## config.mk

```make
export PLATFORM = sky130hd
export DESIGN_NAME = logic_vector_sweeper
export DESIGN_NICKNAME = d
export VERILOG_FILES = /design/src/rtl/logic_vector_sweeper.sv
export SDC_FILE = /design/constraint.sdc
export NUM_CORES = 1
export LEC_CHECK = 0
export BUFFER_PORTS_ARGS = -buffer_cell sky130_fd_sc_hd__buf_4
export CAP_MARGIN = 15
export CORE_ASPECT_RATIO = 1.25
export CORE_UTILIZATION = 40
export CTS_BUF_LIST = sky130_fd_sc_hd__clkbuf_16
export CTS_CLUSTER_DIAMETER = 80
export DETAILED_ROUTE_END_ITERATION = 10
export PLACE_DENSITY = 0.66
export SLEW_MARGIN = 20
export SYNTH_ARGS = -nofsm -noshare
export SYNTH_HDL_FRONTEND = slang
export SYNTH_SLANG_ARGS = --single-unit
```

## constraint.sdc

```tcl
create_clock -name clk -period 2.89 [get_ports clk]
set_input_delay 0 -clock clk [delete_from_list [all_inputs] [get_ports clk]]
set_output_delay 0 -clock clk [all_outputs]
set_load 0.01 [all_outputs]
```

## src/rtl/logic_vector_sweeper.sv

```systemverilog
// Board-level self-test sequencer: walks all eight {A,B,C} vectors through the
// 3-in/3-out logic unit and checks X=A, Y=~A, Z=B&C after a settle delay.
module logic_vector_sweeper #(
  parameter int unsigned SETTLE_CYCLES = 4
) (
  input  logic       clk,
  input  logic       reset,
  input  logic       start,
  input  logic       step_mode,
  input  logic       step,
  output logic       a_o,
  output logic       b_o,
  output logic       c_o,
  input  logic       x_i,
  input  logic       y_i,
  input  logic       z_i,
  output logic [2:0] vec_o,
  output logic       busy,
  output logic       done,
  output logic       pass,
  output logic [3:0] err_count,
  output logic [7:0] fail_mask
);

  localparam int unsigned CNT_W = $clog2(SETTLE_CYCLES + 1);
  localparam logic [CNT_W-1:0] CNT_LAST = CNT_W'(SETTLE_CYCLES - 1);

  typedef enum logic [2:0] {
    IDLE,
    SETTLE,
    SAMPLE,
    WAIT_STEP,
    DONE
  } state_t;

  state_t           state_q;
  logic [CNT_W-1:0] cnt_q;
  logic [2:0]       vec_q;
  logic             stepm_q;
  logic             pass_q;
  logic [3:0]       err_q;
  logic [7:0]       fail_q;

  logic [2:0]       golden_d;
  logic             mismatch_d;
  logic [3:0]       err_d;
  logic [7:0]       fail_d;

  // Result bookkeeping for the vector currently being sampled; only
  // committed to the registers while in SAMPLE.
  always_comb begin
    golden_d   = {vec_q[2], ~vec_q[2], vec_q[1] & vec_q[0]};
    mismatch_d = ({x_i, y_i, z_i} != golden_d);
    err_d      = err_q + {3'd0, mismatch_d};
    fail_d     = fail_q | ({7'd0, mismatch_d} << vec_q);
  end

  always_ff @(posedge clk) begin
    if (reset) begin
      state_q <= IDLE;
      cnt_q   <= '0;
      vec_q   <= 3'd0;
      stepm_q <= 1'b0;
      pass_q  <= 1'b0;
      err_q   <= 4'd0;
      fail_q  <= 8'd0;
    end else begin
      case (state_q)
        IDLE: begin
          vec_q <= 3'd0;
          if (start) begin
            state_q <= SETTLE;
            cnt_q   <= '0;
            stepm_q <= step_mode;
            pass_q  <= 1'b0;
            err_q   <= 4'd0;
            fail_q  <= 8'd0;
          end
        end
        SETTLE: begin
          if (cnt_q == CNT_LAST) begin
            state_q <= SAMPLE;
          end else begin
            cnt_q <= cnt_q + CNT_W'(1);
          end
        end
        SAMPLE: begin
          err_q  <= err_d;
          fail_q <= fail_d;
          cnt_q  <= '0;
          if (vec_q == 3'd7) begin
            // pass must already include the final vector's result
            state_q <= DONE;
            pass_q  <= (err_d == 4'd0);
          end else if (!stepm_q) begin
            state_q <= SETTLE;
            vec_q   <= vec_q + 3'd1;
          end else begin
            state_q <= WAIT_STEP;
          end
        end
        WAIT_STEP: begin
          if (step) begin
            state_q <= SETTLE;
            vec_q   <= vec_q + 3'd1;
          end
        end
        DONE: begin
          state_q <= IDLE;
          vec_q   <= 3'd0;
        end
        default: begin
          state_q <= IDLE;
          vec_q   <= 3'd0;
        end
      endcase
    end
  end

  assign vec_o     = vec_q;
  assign a_o       = vec_q[2];
  assign b_o       = vec_q[1];
  assign c_o       = vec_q[0];
  assign busy      = (state_q != IDLE);
  assign done      = (state_q == DONE);
  assign pass      = pass_q;
  assign err_count = err_q;
  assign fail_mask = fail_q;

endmodule

```

### Yosys cells after proc, flatten, opt, wreduce, memory -nomap -nowiden

Index checks and enable logic that the tools add are counted.
Widths: inputs -> output; s select.

| storage, ports and cells | value |
|---|---|
| flip-flop bits (word level) | 23 |
| latch bits | 0 |
| memory bits (writable) | 0 |
| bits in read-only memories | 0 |
| input bits | 8 |
| output and inout bits | 21 |
| logic and storage cells | 60 |
| memories kept | 0 |

| operators by class | value |
|---|---|
| add/subtract/negate cells | 3 |
| multipliers | 0 |
| divide/modulo/power cells | 0 |
| $lt $le $gt $ge | 0 |
| eq/ne operators | 14 |
| shift-type cells | 1 |
| mux-type cells | 20 |
| bitwise operators | 4 |
| reductions and logical operators | 11 |

Operators by type and width:

| cell | number |
|---|---|
| $mux 3 | 9 |
| $pmux 3 s3 | 2 |
| $pmux 8 s2 | 1 |
| $ne 2x2->1 const B | 7 |
| $pmux 3 s4 | 1 |
| $eq 3x2->1 const B | 3 |
| $reduce_and 3->1 | 3 |
| $mux 8 | 1 |
| $or 8x8->8 | 1 |
| $pmux 4 s2 | 1 |
| $shl 1x3->8 | 1 |
| $add 3x1->3 const B | 2 |
| $eq 3x3->1 const B | 2 |
| $reduce_bool 3->1 | 2 |
| $add 4x1->4 | 1 |
| $logic_not 4->1 | 1 |
| $mux 4 | 1 |
| $reduce_and 2->1 | 2 |
| $reduce_and 4->1 | 1 |
| $eq 3x1->1 const B | 1 |
| $logic_not 3->1 | 1 |
| $ne 3x3->1 | 1 |
| $mux 1 | 2 |
| $mux 2 | 1 |
| 4 further kinds | 5 |

### Logic depth before layout (Yosys ltp)

Gate-level depths: netlist (run 1).

| logic depth | value |
|---|---|
| depth in word-level cells | 6 |
| mapped depth | 9 |

### Worst setup path before layout (run 1)

No wires, ideal clock.

| path | value |
|---|---|
| path kind | register to register |
| start | register vec_q[0] (netlist: vec_o[0]) |
| end | register pass_q (netlist: pass) |
| data arrival time | 2.011 ns |
| slack | 0.809 ns |
| stages on the path, launching flop included | 9 |
| path buffers | 0 |
| clock period less this slack | 2.081 ns |
| cell sequence | dfxtp_1 -> ha_1 -> xnor2_1 -> o21ai_0 -> ha_1 -> ha_1 -> nor4_4 -> nand3_1 -> a21oi_1 |

| between the ends | value |
|---|---|
| cells in the longest elaborated chain, start to end | 6 |
| elaborated cells on any way between the ends | 9 |

RTL lines:

| element | RTL line | source |
|---|---|---|
| from (decl) | 38 | `logic [2:0] vec_q;` |
| from (signal assigned) | 97 | `vec_q <= vec_q + 3'd1;` |
| from (signal assigned) | 105 | `vec_q <= vec_q + 3'd1;` |
| $and 1x1->1 | 52 | `golden_d = {vec_q[2], ~vec_q[2], vec_q[1] & vec_q[0]};` |
| $ne 3x3->1 | 53 | `mismatch_d = ({x_i, y_i, z_i} != golden_d);` |
| $add 4x1->4 | 54 | `err_d = err_q + {3'd0, mismatch_d};` |
| $logic_not 4->1 | 94 | `pass_q <= (err_d == 4'd0);` |
| $mux 1 | 91 | `if (vec_q == 3'd7) begin` |
| $pmux 1 s2 | 68 | `case (state_q)` |
| to (signal assigned) | 94 |  |
| to (decl) | 40 | `logic pass_q;` |

Parallel ways exist; a longest one is shown, timed or not. The select of a mux whose other input is x is not followed.
A chain may end at the register's enable or synchronous reset.

### Final worst setup path (run 1)

Ends and elaborated chain as after synthesis.

==> results of run 1 <==
[worst register-to-register path, cell delays in order (launching register included)]
cell and delay [ns]:
dfxtp_1 0.54, ha_1 0.28, xnor2_1 0.21, o21ai_0 0.17
ha_1 0.22, ha_1 0.32, nor4_4 0.28, nand3_1 0.10
a21oi_1 0.14
[Yosys cell counts (all sizes together) (2+ instances only)]
master / instances
nand4: 2
nand3: 8
a32oi: 6
nor3b: 3
nand2b: 2
or2: 2
nor3: 2
nand3b: 2
nor2b: 5
xor2: 2
o21ai: 4
mux2i: 7
clkbuf: 3
dfxtp: 23
inv: 3
and2: 3
ha: 6
buf: 7
or3b: 3
nand2: 9
nor2: 19
a21oi: 12
[cell families (layout without fill, tap and decap cells)]
kind of cell / after synthesis / in the layout
fa+ha+maj: 6 / 6
compound gates: 25 / 25
xor+xnor: 3 / 3
mux: 7 / 7
simple gates: 62 / 62
flops: 23 / 23
buf+inv: 13 / 35
[registers in the layout (all words and copies together) (netlist names)]
signal and count:
cnt_q 3, err_count 4, fail_mask 8, pass 1, state_q 3, stepm_q 1
vec_o 3
[cell type report]
cell class	instances	share of cell area
multi-input combinational	103	0.456
clock buffer	3	0.0508
inverter	3	0.00761
tap	34	0.0288
timing repair buffer	28	0.142
sequential	23	0.311
clock inverter	1	0.00338
[placed cells by master, fill, tap and decap left out, drive strengths merged, types with 3 or more instances in the layout]
master,n
and2,3
dfxtp,23
a21oi,12
or3b,3
o21ai,4
buf,28
nor3b,3
ha,6
nand3,8
a32oi,6
nor2b,5
nand2,9
clkbuf,3
nor2,19
inv,3
mux2i,7
[power by group]
part	switching (mW)	internal, mW	total, mW
Combinational	0.0271	0.0220	0.0491
Sequential	0.00530	0.320	0.325
Clock	0.118	0.186	0.305
Total	0.151	0.528	0.679
[path summary, 6_finish.rpt]
path	start	end	slack, ns	cells after the start
worst max-delay path	vec_o[0]	pass	0.55	8
worst min-delay path	step_mode	stepm_q	0.005	3
worst min register to register	fail_mask[7]	fail_mask[7]	0.46	2
worst max register to register	vec_o[0]	pass	0.55	8
[per-layer routing]
metal	track usage	share of wire	up-vias	wire, um
met5	0	0	-	0
met4	0.0729	0.015	0	41
met3	0.0411	0.035	5	95
met2	0.314	0.49	17	1310
met1	0.233	0.46	491	1240
li1	-	-	534	-
[per-stage QoR]
stage          utilization  hold WS [ns]  std cells  total power, mW
4_1_cts              0.531       0.00906        195            0.684
5_1_grt              0.531        0.0360        195            0.708
6_report             0.531       0.00511        195            0.679
3_3_place_gp         0.502         0.271        191            0.380
3_5_place_dp         0.502         0.281        191            0.381
2_1_floorplan            -         0.147        139            0.365
==> metrics, run 1 <==
outcome=completed; Fin Setup TNS=0 ns; Worst-path clk slew=~0.060 ns; Mapped Nets=between 150 and 200; Remaining DRCs=0; synth-to-layout area growth=22.5%; multi-input logic area=674 um^2; max incr delay on CP=~0.54 ns; Core ar.=around 2800 um^2; CP Max Fanout=11; Ports=29; Fin. Hold Viols=0; CTS H-tree depth=1; sequential fraction of the synthesis area=0.381; port bufs=28; final setup fails=0; share of cells above drive strength 1=0.230; initial antenna violation count=0; final worst-path cycle share=0.810; Worst Path Arrival=approximately 2.5 ns; max-cap violation count=0; ys async rst share=0; cell row count=21; Post-synth EDFFs=0; # resized after CTS=0; ranking of synthesized cells by area=dfxtp_1 38%, ha_1 6.2%, mux2i_1 5.8%; synthesized flop and latch total=23; Setup WS pre-CTS=between 0.6 and 0.7 ns; number of global-route vias before repair=approximately 1000; DR iter-0 viols=30; Ys Warns=0; RSZ-0062 raised after global routing=no; floorplan die width=51.1 um; routed vias/inst=roughly 5.4; nets=176; Netlist cell types=37; main combinational cell family by area after synthesis=simple AND/OR/NAND/NOR gates; Initial Util=0.434; Data required, critical path=3.08 ns; Mapped Area=1210 um^2; WL/cell=~14 um; Antenna Cells=0; pin count of the biggest net entering global routing=20; fillers=approximately 280; Synth top area share=0.381; post-layout min period=2.34 ns; Bufs on Longest Clock Path=2; Initial DRT Pass Iterations=4; Post-CTS Setup Bufs=0; maximum vdd drop=~0.29 mV; GP Congestion=between 0.7 and 0.8; GRT Util Overall=0.189; CP max-delay cell=dfxtp_1; CP Launch Type=register; Routed WL=~2700 um; Skew-Pair Late Insertion Delay=about 0.26 ns; worst slew pin tran=0.496 ns; Slew HR=0.669; CP Cell Sequence=ha_1 > xnor2_1 > o21ai_0 > ha_1 > ha_1 > nor4_4 > nand3_1 > a21oi_1; Critical path buffers and inverters=0; CP most frequent cell=ha_1; class of the worst hold path=input pin to register; P_leak=~0.63 nW; clock sink count=23; prevailing post-synth register cell=dfxtp_1; Routed Antenna Nets=0; first-pass GRT wire length=around 4700 um; grt ovf=0; clk root buf=clkbuf_16; Finished Cell Area=approximately 1500 um^2; Avg Cell Area, Syn=8.69 um^2; area leader, netlist=dfxtp_1; xor/xnor share of the synthesized area=0.0218; final setup margin=about 0.55 ns; post-synthesis simple-gate area fraction=0.285; register area=between 400 and 500 um^2; Power Dens Cells=approximately 460 nW/um^2; hold-fix buffers at CTS=0; Synth Instances=~140; Max Fclk=0.427 GHz; CTS tree=built; Vias=between 1000 and 1500; complex-gate fraction of the synthesized area=0.132; Pins Over Slew Limit=0; cell area after placement=about 1400 um^2; post-DP HPWL=about 2000 um; Die Ht=63.4 um; Top delay family on crit path=adder cells; Clock Skew=approximately 0.0010 ns; critical path class=register to register; mux cell area share after synthesis=0.0580; Post-Synth Adder-Cell Area=0.0622; cts bufs inserted=3; Critical Path End Type=register; Die ar.=around 3200 um^2
(Power assumes the default switching activity.)
==> inputs of run 2 (changes only) <==
==> constraint.sdc (replaced) <==
create_clock -name clk -period 2.2 [get_ports clk]
set_input_delay 0 -clock clk [delete_from_list [all_inputs] [get_ports clk]]
set_output_delay 0 -clock clk [all_outputs]
set_load 0.01 [all_outputs]
==> run 2 against run 1 <==
Wire length fell by 3.8%. Worst hold slack improved by 0.00057 ns. Flip-flop and latch count unchanged. Largest power group unchanged. Register-to-register slack worse by 0.36 ns. Global-route usage shrank 1.4 points. Via count increased by 0.48%. Largest cell class unchanged. Die area unchanged.
==> metrics, run 2 (same netlist as run 1, synthesis figures left out) <==
outcome=completed; clk root buf=clkbuf_16; Fin Setup TNS=0 ns (unchanged); Data required, critical path=2.39 ns (-0.69 ns); final setup fails=0 (unchanged); critical path class=register to register; Die Ht=63.4 um (unchanged); Core ar.=2790 um^2 (unchanged); GRT Util Overall=0.175 (-0.0140); Power Dens Cells=596 nW/um^2 (+30%); Slew HR=0.675 (+0.00583); CTS H-tree depth=1 (unchanged); worst slew pin tran=0.487 ns (-0.00873 ns); Routed Antenna Nets=0 (unchanged); share of cells above drive strength 1=0.245 (+0.0156); leading cell type in the layout, fill and taps excluded=buf_4; Fin. Hold Viols=0 (unchanged); Reg2Reg Setup Slack=0.19 ns (-0.36 ns); max-cap violation count=0 (unchanged); Initial DRT Pass Iterations=2 (-2); Worst Path Arrival=2.20 ns (-0.33 ns); post-DP HPWL=1940 um (-0.82%); Remaining DRCs=0 (unchanged); maximum vdd drop=0.340 mV (+16%); Max Fclk=0.497 GHz (+16%); pin count of the biggest net entering global routing=20 (unchanged); CTS tree=built; RSZ-0062 raised after global routing=no; class of the worst hold path=input pin to register; Worst-path clk slew=0.06 ns (about the same); Ports=29 (unchanged); post-layout min period=2.01 ns (-0.327 ns); CP Launch Type=register; Initial Util=0.434 (unchanged); reg-to-reg startpoint=vec_o[1]; switch share=0.220 (-0.00138); Power Internal=0.695 mW (+32%); routed vias/inst=5.34 (-0.54%); number of global-route vias before repair=991 (-2.9%); clock power share=0.447 (-0.002); CP startpoint=vec_o[1]; cts bufs inserted=3 (unchanged); Die ar.=3240 um^2 (unchanged); synth-to-layout area growth=23.8%; CP Max Fanout=6 (-5); GP Congestion=0.748 (-0.99%); Comb pwr share=0.073 (about the same); critical path capture point=pass; nets=178 (+1.1%); hold-fix buffers at CTS=0 (unchanged); Critical Path End Type=register; net switching power=0.197 mW (+30%); post-layout util=0.537 (+0.00584); commonest cells after routing, fill and taps aside=30 x buf_4, 22 x dfxtp_1, 18 x nor2_1, 11 x a21oi_1, 9 x nand2_1; grt ovf=0 (unchanged); first-pass GRT wire length=4470 um (-4.1%); Bufs on Longest Clock Path=2 (unchanged); max FFs per register=8 (unchanged); WL/cell=13.1 um (-4.8%); port bufs=28 (unchanged); reg-to-reg endpoint=pass; Skew-Pair Late Insertion Delay=0.26 ns (about the same); initial antenna violation count=0 (unchanged); Vias=1052 (+0.48%); Antenna Cells=0 (unchanged); cell row count=21 (unchanged); Pins Over Slew Limit=0 (unchanged); DR iter-0 viols=22 (-27%); Clock Skew=0.00504 ns (+0.00401 ns); final worst-path cycle share=0.915 (+0.105); worst r2r path cells=8 (unchanged); sequential group share of total power=0.479 (about the same); Routed WL=2580 um (-3.8%); P_leak=0.645 nW (+1.7%); floorplan die width=51.1 um (unchanged); clock sink count=23 (unchanged)
==> run 2: cell count changes in the layout (fill, tap and decap cells not counted), sizes merged <==
cell,delta
buf,+2
==> run 2: how the worst min path moves through the flow <==
stage | cells past startpoint | start | slack, ns | endpoint
5_1_grt | 3 | step_mode | 0.04 | stepm_q
2_1_floorplan | 2 | step_mode | 0.15 | stepm_q
4_1_cts | 3 | step_mode | 0.01 | stepm_q
3_3_place_gp | 3 | step_mode | 0.27 | stepm_q
3_5_place_dp | 3 | step_mode | 0.28 | stepm_q
6_report | 3 | step_mode | 0.006 | stepm_q
==> run 2: cell type report <==
type | instances | area, um^2
fill | 285 | 1290
inverter | 3 | 11.3
sequential | 23 | 462
multi-input combinational | 103 | 674
clock inverter | 1 | 5.00
tap | 34 | 42.5
timing repair buffer | 30 | 225
clock buffer | 3 | 75.1
==> run 2: metrics by stage <==
stage	cells	setup WS [ns]	hold WS [ns]	total power [mW]	instance area, um^2
2_1_floorplan	139	0.119	0.147	0.479	1210
3_3_place_gp	193	0.284	0.269	0.500	1410
3_5_place_dp	193	0.144	0.278	0.503	1410
4_1_cts	197	0.113	0.0117	0.897	1490
5_1_grt	197	0.00760	0.0404	0.918	1500
6_report	197	0.187	0.00568	0.892	1500
==> run 2: layer usage <==
metal | vias up | routed length, um | track usage | share of wire
li1 | 533 | - | - | -
met1 | 501 | 1180 | 0.227 | 0.46
met2 | 16 | 1310 | 0.293 | 0.51
met3 | 2 | 83 | 0.0338 | 0.032
met4 | 0 | 19 | 0.0417 | 0.0074
met5 | - | 0 | 0 | 0
==> run 2: power groups by stage <==
stage / Combinational (mW) / Sequential [mW] / Clock (mW)
2_1_floorplan: 0.0462 / 0.433 / 0
3_3_place_gp: 0.0641 / 0.436 / 0
3_5_place_dp: 0.0658 / 0.437 / 0
4_1_cts: 0.0660 / 0.427 / 0.404
5_1_grt: 0.0730 / 0.428 / 0.416
6_report: 0.0655 / 0.427 / 0.399
==> run 2: repair_timing <==
item | 4_1_cts | 5_1_grt
setup endpoints to repair | 0 | 1
resized for setup | 0 | 1
hold endpoints to repair | 0 | 0
setup buffers | 0 | 0
==> run 2: worst max-delay path: stages, from the launching register on <==
cell and delay, ns:
dfxtp_2 0.36, ha_1 0.23, xnor2_1 0.18, o21ai_0 0.12
ha_1 0.21, ha_1 0.32, nor4_4 0.27, nand3_1 0.10
a21oi_1 0.15
